===== src/rtl/pool_pack_pkg.sv =====
// Shared widths, FSM/type encodings and the data FIFO entry layout for the
// POOL output packer.
package pool_pack_pkg;

  localparam int DATA_W          = 96;
  localparam int FLG_W           = 24;
  localparam int ADDR_W          = 12;
  localparam int CNT_W           = 16;
  localparam int DFIFO_DEPTH_DEF = 8;
  localparam int FFIFO_DEPTH_DEF = 4;
  localparam int BURST_DEF       = 4;

  typedef enum logic [1:0] {IDLE, RUN, DONE} state_e;

  typedef enum logic {TYPE_DAT = 1'b0, TYPE_FLG = 1'b1} type_e;

  typedef struct packed {
    logic [ADDR_W-1:0] addr;
    logic [DATA_W-1:0] data;
  } dat_entry_t;

endpackage


===== src/rtl/sync_fifo.sv =====
// Single-clock FIFO with a combinational head; writes and reads take effect
// at the rising edge.
module sync_fifo #(
  parameter int WIDTH = 8,
  parameter int DEPTH = 4
) (
  input  logic             clk,
  input  logic             rst_n,
  input  logic             wr_en_i,
  input  logic [WIDTH-1:0] wr_data_i,
  input  logic             rd_en_i,
  output logic [WIDTH-1:0] rd_data_o,
  output logic             full_o,
  output logic             empty_o
);

  localparam int AW = $clog2(DEPTH);
  localparam int LW = AW + 1;

  logic [WIDTH-1:0] mem_q [DEPTH];
  logic [AW-1:0]    wr_ptr_q, rd_ptr_q;
  logic [LW-1:0]    level_q;
  logic             do_wr, do_rd;

  assign full_o    = (level_q == LW'(DEPTH));
  assign empty_o   = (level_q == '0);
  assign do_wr     = wr_en_i && !full_o;
  assign do_rd     = rd_en_i && !empty_o;
  assign rd_data_o = mem_q[rd_ptr_q];

  always_ff @(posedge clk) begin
    if (!rst_n) begin
      wr_ptr_q <= '0;
      rd_ptr_q <= '0;
      level_q  <= '0;
    end else begin
      if (do_wr) wr_ptr_q <= wr_ptr_q + AW'(1);
      if (do_rd) rd_ptr_q <= rd_ptr_q + AW'(1);
      level_q <= level_q + LW'(do_wr) - LW'(do_rd);
    end
  end

  // NOTE: storage is not reset; emptying the pointers makes stale entries
  // unreachable, and leaving the array out of reset keeps it plain RAM.
  always_ff @(posedge clk) begin
    if (do_wr) mem_q[wr_ptr_q] <= wr_data_i;
  end

endmodule


===== src/rtl/pool_out_packer.sv =====
// Buffers POOL data and flag words in separate FIFOs, merges them onto one
// addressed output port with a burst arbiter, and signals frame completion.
import pool_pack_pkg::*;

module pool_out_packer #(
  parameter int DFIFO_DEPTH = DFIFO_DEPTH_DEF,
  parameter int FFIFO_DEPTH = FFIFO_DEPTH_DEF,
  parameter int BURST       = BURST_DEF
) (
  input  logic              clk,
  input  logic              rst_n,
  input  logic              CCUPACK_start,
  input  logic [CNT_W-1:0]  CCUPACK_DatNum,
  input  logic [CNT_W-1:0]  CCUPACK_FlgNum,
  output logic              PACKCCU_fnh,
  output logic              BF_rdy,
  input  logic              BF_val,
  input  logic [ADDR_W-1:0] BF_addr,
  input  logic [DATA_W-1:0] BF_data,
  output logic              BF_flg_rdy,
  input  logic              BF_flg_val,
  input  logic [FLG_W-1:0]  BF_flg_data,
  output logic              PACKOFF_val,
  input  logic              OFFPACK_rdy,
  output logic              PACKOFF_type,
  output logic [ADDR_W-1:0] PACKOFF_addr,
  output logic [DATA_W-1:0] PACKOFF_data
);

  localparam int BW = $clog2(BURST + 1);
  localparam logic [BW-1:0] BURST_L = BW'(BURST);

  state_e            state_q;
  logic [CNT_W-1:0]  dat_num_q, flg_num_q, acc_dat_q, acc_flg_q, sent_dat_q, sent_flg_q;
  logic [ADDR_W-1:0] flg_idx_q;
  type_e             grant_q, grant_d, out_type_q;
  logic [BW-1:0]     burst_q, burst_d;
  logic              out_val_q, fnh_q;
  logic [ADDR_W-1:0] out_addr_q;
  logic [DATA_W-1:0] out_data_q;

  dat_entry_t        d_wr, d_head;
  logic [FLG_W-1:0]  f_head;
  logic              d_full, d_empty, f_full, f_empty;
  logic              dat_acc, flg_acc, out_hs;
  logic              load_ok, cur_ne, oth_ne, pick_dat, pick_flg;

  assign BF_rdy     = (state_q == RUN) && !d_full && (acc_dat_q < dat_num_q);
  assign BF_flg_rdy = (state_q == RUN) && !f_full && (acc_flg_q < flg_num_q);
  assign dat_acc    = BF_val && BF_rdy;
  assign flg_acc    = BF_flg_val && BF_flg_rdy;
  assign out_hs     = out_val_q && OFFPACK_rdy;
  assign d_wr       = {BF_addr, BF_data};

  assign PACKCCU_fnh  = fnh_q;
  assign PACKOFF_val  = out_val_q;
  assign PACKOFF_type = out_type_q;
  assign PACKOFF_addr = out_addr_q;
  assign PACKOFF_data = out_data_q;

  sync_fifo #(.WIDTH($bits(dat_entry_t)), .DEPTH(DFIFO_DEPTH)) u_dfifo (
    .clk(clk), .rst_n(rst_n),
    .wr_en_i(dat_acc), .wr_data_i(d_wr),
    .rd_en_i(pick_dat), .rd_data_o(d_head),
    .full_o(d_full), .empty_o(d_empty)
  );

  sync_fifo #(.WIDTH(FLG_W), .DEPTH(FFIFO_DEPTH)) u_ffifo (
    .clk(clk), .rst_n(rst_n),
    .wr_en_i(flg_acc), .wr_data_i(BF_flg_data),
    .rd_en_i(pick_flg), .rd_data_o(f_head),
    .full_o(f_full), .empty_o(f_empty)
  );

  // NOTE: every output gets a default first, so no path can infer a latch.
  always_comb begin
    grant_d  = grant_q;
    burst_d  = burst_q;
    pick_dat = 1'b0;
    pick_flg = 1'b0;
    load_ok  = (state_q == RUN) && (!out_val_q || OFFPACK_rdy);
    cur_ne   = (grant_q == TYPE_DAT) ? !d_empty : !f_empty;
    oth_ne   = (grant_q == TYPE_DAT) ? !f_empty : !d_empty;
    if (load_ok) begin
      if (cur_ne && (burst_q < BURST_L)) begin
        burst_d = burst_q + BW'(1);
      end else if (oth_ne) begin
        grant_d = (grant_q == TYPE_DAT) ? TYPE_FLG : TYPE_DAT;
        burst_d = BW'(1);
      end else if (cur_ne) begin
        burst_d = BW'(1);  // burst exhausted but no competitor: start a fresh one
      end
      if (cur_ne || oth_ne) begin
        pick_dat = (grant_d == TYPE_DAT);
        pick_flg = (grant_d == TYPE_FLG);
      end
    end
  end

  // NOTE: sequential state uses non-blocking assignments so every register
  // samples pre-edge values regardless of statement order.
  always_ff @(posedge clk) begin
    if (!rst_n) begin
      state_q    <= IDLE;
      dat_num_q  <= '0;
      flg_num_q  <= '0;
      acc_dat_q  <= '0;
      acc_flg_q  <= '0;
      sent_dat_q <= '0;
      sent_flg_q <= '0;
      flg_idx_q  <= '0;
      grant_q    <= TYPE_DAT;
      burst_q    <= '0;
      out_val_q  <= 1'b0;
      out_type_q <= TYPE_DAT;
      out_addr_q <= '0;
      out_data_q <= '0;
      fnh_q      <= 1'b0;
    end else begin
      case (state_q)
        IDLE: begin
          fnh_q <= 1'b0;
          if (CCUPACK_start) begin
            state_q    <= RUN;
            dat_num_q  <= CCUPACK_DatNum;
            flg_num_q  <= CCUPACK_FlgNum;
            acc_dat_q  <= '0;
            acc_flg_q  <= '0;
            sent_dat_q <= '0;
            sent_flg_q <= '0;
            flg_idx_q  <= '0;
            grant_q    <= TYPE_DAT;
            burst_q    <= '0;
          end
        end
        RUN: begin
          if (dat_acc) acc_dat_q <= acc_dat_q + CNT_W'(1);
          if (flg_acc) acc_flg_q <= acc_flg_q + CNT_W'(1);
          if (out_hs && out_type_q == TYPE_DAT) sent_dat_q <= sent_dat_q + CNT_W'(1);
          if (out_hs && out_type_q == TYPE_FLG) sent_flg_q <= sent_flg_q + CNT_W'(1);
          grant_q <= grant_d;
          burst_q <= burst_d;
          if (pick_dat) begin
            out_val_q  <= 1'b1;
            out_type_q <= TYPE_DAT;
            out_addr_q <= d_head.addr;
            out_data_q <= d_head.data;
          end else if (pick_flg) begin
            out_val_q  <= 1'b1;
            out_type_q <= TYPE_FLG;
            out_addr_q <= flg_idx_q;
            out_data_q <= {{(DATA_W-FLG_W){1'b0}}, f_head};
            flg_idx_q  <= flg_idx_q + ADDR_W'(1);
          end else if (out_hs) begin
            out_val_q <= 1'b0;
          end
          if (sent_dat_q == dat_num_q && sent_flg_q == flg_num_q && !out_val_q) begin
            state_q <= DONE;
            fnh_q   <= 1'b1;
          end
        end
        DONE: begin
          state_q <= IDLE;
          fnh_q   <= 1'b0;
        end
        default: state_q <= IDLE;
      endcase
    end
  end

endmodule


===== config.mk =====
export PLATFORM = sky130hd
export DESIGN_NAME = pool_out_packer
export DESIGN_NICKNAME = d
export VERILOG_FILES = /design/src/rtl/pool_pack_pkg.sv /design/src/rtl/sync_fifo.sv /design/src/rtl/pool_out_packer.sv
export SDC_FILE = /design/constraint.sdc
export NUM_CORES = 1
export LEC_CHECK = 0
export ABC_CLOCK_PERIOD_IN_PS = 16400
export BUFFER_PORTS_ARGS = -buffer_cell sky130_fd_sc_hd__buf_2
export CORE_ASPECT_RATIO = 1.75
export CORE_MARGIN = 5
export CORE_UTILIZATION = 55
export CTS_BUF_LIST = sky130_fd_sc_hd__clkbuf_4 sky130_fd_sc_hd__clkbuf_8 sky130_fd_sc_hd__clkbuf_16
export CTS_CLUSTER_DIAMETER = 120
export DETAILED_ROUTE_END_ITERATION = 10
export PLACE_DENSITY_LB_ADDON = 0.05
export SETUP_SLACK_MARGIN = 0.02
export SYNTH_ARGS = -nofsm -noshare
export SYNTH_HDL_FRONTEND = slang
export SYNTH_SLANG_ARGS = --single-unit

===== constraint.sdc =====
create_clock -name clk -period 16.4 [get_ports clk]
set_input_delay 0.82 -clock clk [delete_from_list [all_inputs] [get_ports clk]]
set_output_delay 0.82 -clock clk [all_outputs]
set_load 0.02 [all_outputs]

# Word level (Yosys, flattened, before mapping)
# Memories as Yosys holds them, arrays and structs flattened. A register that Yosys moved wholly into a read port is not among the register bits.
# Index checks and enable logic that the tools add are counted.
# classes
bitwise,2
shifts,0
add_sub_neg,14
multipliers,0
eq_ne,16
muxes,54
n_reduce_logical,44
n_div,0
magnitude_cmp,3
# op_table
cell,count
2-to-1 mux 96 bit,2
case mux 16 bit (2 select lines),4
2-to-1 mux 16 bit,5
"adder 16 x 1 -> 16 bit, second input constant",4
2-to-1 mux 12 bit,5
equality test 16 bit,2
less-than comparator 16 bit,2
case mux 12 bit (2 select lines),1
2-to-1 mux 1 bit,22
2-to-1 mux 3 bit,7
logical AND 1 bit,17
AND reduction 3 bit,5
"adder 12 x 1 -> 12 bit, second input constant",1
"!= test 2 x 1 -> 1 bit, second input constant",6
AND reduction 2 bit,5
"adder 3 x 1 -> 3 bit, second input constant",3
2-to-1 mux 2 bit,4
AND reduction 4 bit,2
"!= test 2 bit, second input constant",3
case mux 3 bit (2 select lines),1
nonzero test 2 bit,3
zero test 1 bit,5
"adder 2 x 1 -> 2 bit, second input constant",2
adder 4 x 1 -> 4 bit,1
other kinds (18),21
# totals
regBits,242
ramBits,960
romBits,0
elab_cells,156
output_inout_bits,113
n_memories,2
inputBits,170
latchBits,0
# memory_table
name,words,word_bits,read_ports,rd_ports_with_merged_regs,wr,line_no,source
u_dfifo.mem_q,8,108,1,1,1,sync_fifo.sv:20,logic [WIDTH-1:0] mem_q [DEPTH];
u_ffifo.mem_q,4,24,1,1,1,sync_fifo.sv:20,

# Longest topological paths before layout
# Gate-level depths: netlist of run 1.
# depth
ltp_word,12
depth_mapped,14
mapped_depth_nobuf,13

# Cells and area by module
# A second synthesis of run 1 with hierarchy kept.
# hier_totals
hier_cells,2837
hier_area_um2,48198.7
# by_module_without_submodules
mod,area_per_inst_um2,seq_area_each_um2,cells_each,n_inst
sync_fifo at u_dfifo,33483.4,26205.1,1327,1
pool_out_packer,10730.3,4504.3,1334,1
sync_fifo at u_ffifo,3985.1,3062.9,176,1

# Worst setup path after synthesis of run 1
# OpenSTA, ideal clock, no wires.
# synth_path
kind,register to register
start,register dat_num_q[15]
end,memory u_dfifo.mem_q[0][0] in the netlist's numbering (enable)
setup_ps,839
path_slack_ps,3635
synth_period_minus_slack_ps,12765
required_ps,15561
path_buffers,2
arrival_time_ps,11926
stages_incl_launch_ff,9
path_cell_list,dfxtp_1 > inv_1 > ha_1 > a2111oi_0 > o21ai_0 > a211o_1 > buf_2 > buf_6 > nor4_1
# synth_between
elab_chain_len,6
# synth_rtl
item,line_no,source
"start, declared",pool_out_packer.sv:34,"logic [CNT_W-1:0] dat_num_q, flg_num_q, acc_dat_q, acc_flg_q, sent_dat_q, sent_flg_q;"
"start signal, assigned",pool_out_packer.sv:125,dat_num_q <= CCUPACK_DatNum;
less-than comparator 16 bit,pool_out_packer.sv:48,assign BF_rdy = (state_q == RUN) && !d_full && (acc_dat_q < dat_num_q);
logical AND 1 bit,pool_out_packer.sv:48,
logical AND 1 bit,pool_out_packer.sv:50,assign dat_acc = BF_val && BF_rdy;
logical AND 1 bit,sync_fifo.sv:27,assign do_wr = wr_en_i && !full_o;
2-to-1 mux 1 bit,sync_fifo.sv:46,if (do_wr) mem_q[wr_ptr_q] <= wr_data_i;
2-to-1 mux 1 bit (not written as such),sync_fifo.sv:46,
"end, declared",sync_fifo.sv:20,
# No other way between the ends.

# Worst setup path after layout of run 1
# layout_path
start,register state_q[1]
end,memory u_dfifo.mem_q[7][95] in the netlist's numbering (enable)
# layout_between
elab_chain_len,7
# layout_rtl
item,line_no,source
"start, declared",pool_out_packer.sv:33,state_e state_q;
"start signal, assigned",pool_out_packer.sv:104,state_q <= IDLE;
"start signal, assigned",pool_out_packer.sv:124,state_q <= RUN;
"start signal, assigned",pool_out_packer.sv:158,state_q <= DONE;
equality test 2 x 1 -> 1 bit,pool_out_packer.sv:48,
logical AND 1 bit (2 in a row),pool_out_packer.sv:48,
logical AND 1 bit,pool_out_packer.sv:50,
logical AND 1 bit,sync_fifo.sv:27,
2-to-1 mux 1 bit,sync_fifo.sv:46,
2-to-1 mux 1 bit (not written as such),sync_fifo.sv:46,
# No other way between the ends.

==> run summary, run 1 <==
Peak supply drop -> 0.000103 V
Core ar. -> 84300 sq um
Cell count after placement -> 3968
Post-CTS setup buffers -> 0
Pwr/cell area -> 130 nW/um^2
Routed wire length per instance -> 25.1 um
Fillcell total -> 6185
Vias -> 24800
CP cell instances -> nand2b_1 > a2111oi_0 > o21ai_0 > a211o_1 > buf_4 > inv_2 > nand2_1 > nor2_4 > buf_4 > buf_4
Die ar. -> 91100 sq um
Io pins -> 283
Fraction of layout cells with a size suffix above 1 -> 25.4%
Flops & latches, synth -> 1207
Top cell type's share of synthesized area -> 61.7%
CTS clk-pin slew, worst paths -> 0.06 ns
Worst slew margin -> 27.3%
Hold Violations, Final -> 0
Post-CTS Resized -> 0
Leak -> 17.8 nW
Htree depth -> 3
Sequential share of power -> 50.5%
Max-slew violations -> 0
Cell-internal power -> 5.21 mW
CP Class -> reg -> reg
Top FF cell, synth -> edfxtp_1
DR iter-0 viols -> 1605
Core Util, Final -> 62.7%
Die Ht -> 396 um
Setup ws final -> 11.82 ns
GPL Wtd Cong -> 0.833
Initial antenna violation count -> 31
Post-CTS Hold Buffers -> 0
Final instance area -> 52900 sq um
CP Buf/Inv Count -> 4
Slowest CP cell -> buf_4
Critical path's largest stage delay -> 0.85 ns
Post-synth EDFFs -> 960
DP Wirelength -> 63.5 mm
Area leader, netlist -> edfxtp_1
Setup crit start kind -> flip-flop
Switching Share -> 24.3%
Final setup viols -> 0
Cell Count, Final, Fillers Out -> 4165
CP required -> 16.70 ns
CP Data Arrival Time -> 4.88 ns
Total negative slack -> 0 ns
Register area -> 33800 sq um
Synthesized area per cell -> 17.3 sq um
Vias per inst -> 5.96
Detailed Route WL -> 105 mm
Synth-to-layout area growth -> 13.1%
Remaining global-route overflow -> 0
Clk buf depth -> 3
Register area share after synthesis -> 72.3%
Worst-case hold slack -> 0.345 ns
Min Tclk post-route -> 4.58 ns
Worst slack, placed -> 11.79 ns
Most frequent CP cell -> buf_4
Synth warn -> 0
Drt first pass iters -> 5
CTS tree -> yes
Largest net degree at the start of global routing -> 110
Maximum clock frequency -> 218 MHz
Net switching power -> 1.67 mW
Syn Nets -> 2930
Status -> complete, no violations
Sink Count -> 1207
# DRC -> 0
Placement Cell Area -> 49300 sq um
Post-Syn Area -> 46700 sq um
Worst slew pin tran -> 1.09 ns
Final Skew -> 0.0172 ns
Hold WC Path Type -> in -> reg
Asr flop ratio synth -> 0%
Cell family with most CP delay -> buffers and inverters
Final nets -> 3225
Syn Inst Count -> 2708
Clock share of power -> 36.6%
Number of I/O port buffers -> 282
Initial core utilization -> 55.4%
Combinational share of power -> 12.9%
Final Total Pwr -> 6.88 mW
Vias in the first global route -> 26300
Root buf cell -> clkbuf_16
CP endpoint kind -> flip-flop
Clk_lat worst skew -> 0.69 ns
CTS Buf Count -> 105
Remaining antenna violation count after routing -> 0
Post-synth cell types -> 70
Synth area leaders -> edfxtp_1, mux4_2, dfxtp_1, mux2i_1, nand2_1
FP Rows -> 141
Maximum Capacitance Violations -> 0
Period utilization -> 27.9%
Die X -> 230 um
CP Max Fanout -> 60
RSZ-0062 raised after global routing -> false
Area of the multi-input gates -> 12200 sq um
Total track usage -> 23.0%
First-pass GRT wire length -> 160 mm
placed cells by master, fill, tap and decap left out, types with 7 or more instances in the layout:
| cell type | Yosys | layout |
|---|---|---|
| edfxtp_1 | 960 | 960 |
| buf_2 | 46 | 282 |
| nand2_1 | 249 | 248 |
| dfxtp_1 | 247 | 244 |
| mux4_2 | 240 | 240 |
| a21oi_1 | 115 | 114 |
| mux2i_1 | 110 | 110 |
| clkbuf_16 | 0 | 106 |
| nor2_1 | 95 | 93 |
| o21ai_0 | 90 | 90 |
| inv_1 | 54 | 54 |
| ha_1 | 50 | 50 |
| xor2_1 | 48 | 48 |
| buf_4 | 2 | 44 |
| nand3_1 | 38 | 38 |
| and3_1 | 31 | 31 |
| o211ai_1 | 30 | 30 |
| nand4_1 | 25 | 25 |
| xnor2_1 | 24 | 24 |
| clkinv_2 | 0 | 23 |
| clkbuf_4 | 0 | 22 |
| clkinv_1 | 2 | 13 |
| a211o_1 | 12 | 12 |
| nor3_1 | 14 | 12 |
| bufinv_16 | 0 | 12 |
| or3_1 | 11 | 11 |
| a31oi_1 | 10 | 10 |
| o21a_1 | 9 | 9 |
| and2_1 | 9 | 9 |
| diode_2 | 0 | 8 |
| nor4_1 | 9 | 8 |
| nand2b_1 | 7 | 7 |
| clkbuf_8 | 0 | 7 |
worst reg2reg max path: stages (launching register included):
cell	delay (ns)
dfxtp_1	0.38
nand2b_1	0.40
a2111oi_0	0.39
o21ai_0	0.23
a211o_1	0.26
buf_4	0.22
inv_2	0.23
nand2_1	0.22
nor2_4	0.16
buf_4	0.79
buf_4	0.88
kinds of logic after synthesis:
logic type               after synthesis  synth area share [%]
AO/OA/AOI/OAI                        312                  4.16
flip-flops                          1207                  72.3
buffers and inverters                198                  1.77
XOR/XNOR                              72                  1.35
adder cells (fa/ha/maj)               52                  1.42
AND/OR/NAND/NOR                      517                  5.10
multiplexers                         350                  13.9
flip-flops by register name, indices dropped and copies added, names as in the netlist, 4 cells and up, named ones only:
name / flops
dat_num_q: 16
flg_num_q: 16
acc_flg_q: 16
u_dfifo.mem_q: 864
PACKOFF_addr: 12
PACKOFF_data: 96
sent_dat_q: 16
sent_flg_q: 16
u_ffifo.mem_q: 96
acc_dat_q: 16
u_dfifo.level_q: 4
flg_idx_q: 12
worst paths after layout:
path | endpoint | cells past startpoint | start | slack [ns]
worst max-delay path | u_dfifo.mem_q[7][95] | 10 | state_q[1] | 11.82
worst min-delay path | u_ffifo.mem_q[0][9] | 1 | BF_flg_data[9] | 0.34
worst max register to register | u_dfifo.mem_q[7][95] | 10 | state_q[1] | 11.82
worst min register to register | PACKOFF_data[33] | 2 | PACKOFF_data[33] | 0.45
power groups by stage:
stage	sequential, mW	clock, mW	combinational (mW)
floorplan	3.58	0	0.581
global placement	3.53	0	0.887
detailed placement	3.54	0	0.902
CTS	3.47	2.58	0.904
global route	3.48	2.71	0.971
finish	3.47	2.52	0.887
cell type report:
type | count | share of cell area (%)
Sequential cell | 1207 | 63.9
Multi-Input combinational cell | 1303 | 23.1
Inverter | 59 | 0.426
Timing Repair Buffer | 327 | 3.33
Clock inverter | 54 | 1.13
Tap cell | 1072 | 2.54
Clock buffer | 135 | 5.51
Antenna cell | 8 | 0.0379
Yosys cell counts (all sizes together) (7+ instances only):
| master | number |
|---|---|
| dfxtp | 247 |
| and3 | 31 |
| nand3 | 38 |
| or3 | 11 |
| edfxtp | 960 |
| a21oi | 117 |
| xor2 | 48 |
| inv | 57 |
| mux2i | 110 |
| nor3 | 15 |
| o21ai | 92 |
| ha | 50 |
| a211o | 12 |
| nor4 | 10 |
| xnor2 | 24 |
| a31oi | 10 |
| o211ai | 31 |
| mux4 | 240 |
| clkbuf | 79 |
| and2 | 9 |
| nand2 | 249 |
| nor2 | 96 |
| nand4 | 26 |
| buf | 60 |
| o21a | 9 |
| nand2b | 7 |
layer usage:
metal  GRT usage [%]  routed length (um)  up-vias
met1            29.1               41000    12800
li1                -                   -    11100
met2            40.4               54700      684
met4            7.26                2630       24
met3            4.45                6030      161
met5               0                 168        -
Power figures use the tool's default switching activity.
==> inputs of run 2 (changes only) <==
--- a/config.mk
+++ b/config.mk
@@ -5,7 +5,8 @@
 export SDC_FILE = /design/constraint.sdc
 export NUM_CORES = 1
 export LEC_CHECK = 0
-export ABC_CLOCK_PERIOD_IN_PS = 16400
+export ABC_AREA = 1
+export ABC_CLOCK_PERIOD_IN_PS = 4100
 export BUFFER_PORTS_ARGS = -buffer_cell sky130_fd_sc_hd__buf_2
 export CORE_ASPECT_RATIO = 1.75
 export CORE_MARGIN = 5
==> constraint.sdc (replaced) <==
create_clock -name clk -period 4.1 [get_ports clk]
set_input_delay 0.205 -clock clk [delete_from_list [all_inputs] [get_ports clk]]
set_output_delay 0.205 -clock clk [all_outputs]
set_load 0.02 [all_outputs]
==> run 2 against run 1 <==
  * Clock skew up 0.0099 ns
  * Synthesized area rose by 3.6%
  * Clock power increased to 4.1 times the previous value
  * Fmax is 44% higher
  * Utilization up 1.7 points
  * Count of clock-buffer cells in the layout is 12 higher
  * Global-route usage up 3.2 points
  * Register-to-register slack lost 11 ns
  * Sequential cell count did not move
  * Non-clock buffer count up 188
==> run summary, run 2 <==
Min Tclk post-route -> 3.19 ns
Hold WC Path Type -> in -> reg
DP Wirelength -> 74.1 mm
Htree depth -> 3
CP endpoint kind -> flip-flop
DR iter-0 viols -> 2260
Period utilization -> 77.8%
Max-slew violations -> 0
Largest net degree at the start of global routing -> 185
Die ar. -> 94300 sq um
Fillcell total -> 6886
Vias -> 33700
Die Ht -> 403 um
Clk buf depth -> 3
Worst slack, placed -> 0.855 ns
Fraction of layout cells with a size suffix above 1 -> 13.7%
Status -> complete, no violations
Final setup viols -> 0
Syn Inst Count -> 4250
FP Rows -> 144
Top FF cell, synth -> edfxtp_1
Post-CTS Hold Buffers -> 166
First-pass GRT wire length -> 191 mm
Total track usage -> 26.3%
Register area share after synthesis -> 69.7%
Synth cell count leaders -> edfxtp_1, nand2_1, a21oi_1
Sink Count -> 1207
Leak -> 20.8 nW
Top cell type's share of synthesized area -> 59.5%
Final nets -> 4838
CP Max Fanout -> 58
Drt first pass iters -> 6
Clk_lat worst skew -> 0.71 ns
Root buf cell -> clkbuf_16
Synth-to-layout area growth -> 16.6%
Most frequent cell after synthesis -> edfxtp_1
Post-CTS setup buffers -> 0
Maximum clock frequency -> 314 MHz
Final Skew -> 0.0272 ns
CP required -> 4.44 ns
Die X -> 234 um
Area leader, netlist -> edfxtp_1
CP Data Arrival Time -> 3.53 ns
GPL Wtd Cong -> 0.854
Commonest cells after routing, fill and taps aside -> edfxtp_1, nand2_1, a21oi_1
Post-Syn Area -> 48400 sq um
CP Class -> reg -> reg
Remaining antenna violation count after routing -> 0
Worst slew pin tran -> 1.20 ns
Vias in the first global route -> 33300
Core Util, Final -> 64.4%
Maximum Capacitance Violations -> 0
Synth warn -> 0
Max reg flops -> 864
Detailed Route WL -> 127 mm
Vias per inst -> 5.72
Synth area leaders -> edfxtp_1, dfxtp_1, nand2_1, a21oi_1, nand3_1
Flops & latches, synth -> 1207
Asr flop ratio synth -> 0%
Synthesized area per cell -> 11.4 sq um
RSZ-0062 raised after global routing -> false
Routed wire length per instance -> 21.5 um
CTS clk-pin slew, worst paths -> 0.06 ns
Remaining global-route overflow -> 0
Setup ws final -> 0.911 ns
# DRC -> 0
CTS tree -> yes
Hold Violations, Final -> 0
Initial core utilization -> 55.2%
Post-synth EDFFs -> 960
Core ar. -> 87700 sq um
Number of I/O port buffers -> 282
Syn Nets -> 4472
Final Total Pwr -> 32.4 mW
Io pins -> 283
CTS Buf Count -> 107
Worst slew margin -> 20.2%
Initial antenna violation count -> 21
Total negative slack -> 0 ns
Peak supply drop -> 0.000662 V
Post-CTS Resized -> 0
Post-synth cell types -> 49
Setup crit start kind -> flip-flop
Leading cell type in the layout, fill and taps excluded -> edfxtp_1
Register bank with the most flops -> u_dfifo.mem_q
Pwr/cell area -> 574 nW/um^2
run 2: report_power, final:
group          internal (mW)  leakage [nW]  switching [mW]
registers               13.8          10.7           0.422
clock network           5.86          1.84            4.41
logic                   2.39          8.31            5.53
run 2: final timing paths:
kind | to | slack (ns) | cells past startpoint | startpoint
hold reg to reg | PACKOFF_data[59] | 0.46 | 2 | PACKOFF_data[59]
hold / removal | u_dfifo.wr_ptr_q[1] | 0.06 | 5 | BF_val
setup / recovery | u_dfifo.mem_q[4][56] | 0.91 | 12 | acc_dat_q[6]
setup reg to reg | u_dfifo.mem_q[4][56] | 0.91 | 12 | acc_dat_q[6]
run 2: critical path, stage by stage (launching register included):
cell and delay, ns:
dfxtp_1 0.42, ha_1 0.26, nand2_1 0.09, nor2_1 0.05
nor3_1 0.22, nand2_1 0.12, nand2_1 0.09, nand4_1 0.09
buf_4 0.21, inv_1 0.18, nand2_2 0.19, nor3_4 0.45
buf_12 0.39
run 2: stage by stage:
stage | cell area [sq um] | hold WS, ns | instances
3_5_place_dp | 51200 | 0.422 | 5509
3_3_place_gp | 51200 | 0.422 | 5509
5_1_grt | 56500 | 0.0945 | 5882
4_1_cts | 56500 | 0.0252 | 5876
2_1_floorplan | 48600 | 0.304 | 4250
6_report | 56500 | 0.0605 | 5889
run 2: cell type report:
cell class	instances	area (sq um)	share of cell area (%)
timing repair buffer	515	3790	6.71
clock buffer	147	3090	5.46
sequential	1207	33800	59.8
tap	1168	1460	2.59
multi-input combinational	2608	13100	23.2
clock inverter	54	547	0.968
antenna	13	32.5	0.0576
inverter	177	687	1.22
run 2: logic make-up after synthesis:
kind of cell | share of synthesized area (%)
compound gates | 11.1
xor+xnor | 0.470
fa+ha+maj | 1.37
buf+inv | 3.62
flops | 69.7
simple gates | 13.7
run 2: metal layers:
layer  vias up  part of all wire [%]  global-route usage, %
met2       916                    52                   47.7
met1     16600                    39                   31.6
met4        12                   3.0                   9.07
met5         -                 0.066                      0
met3       212                   5.5                   4.22
li1      15900                     -                      -
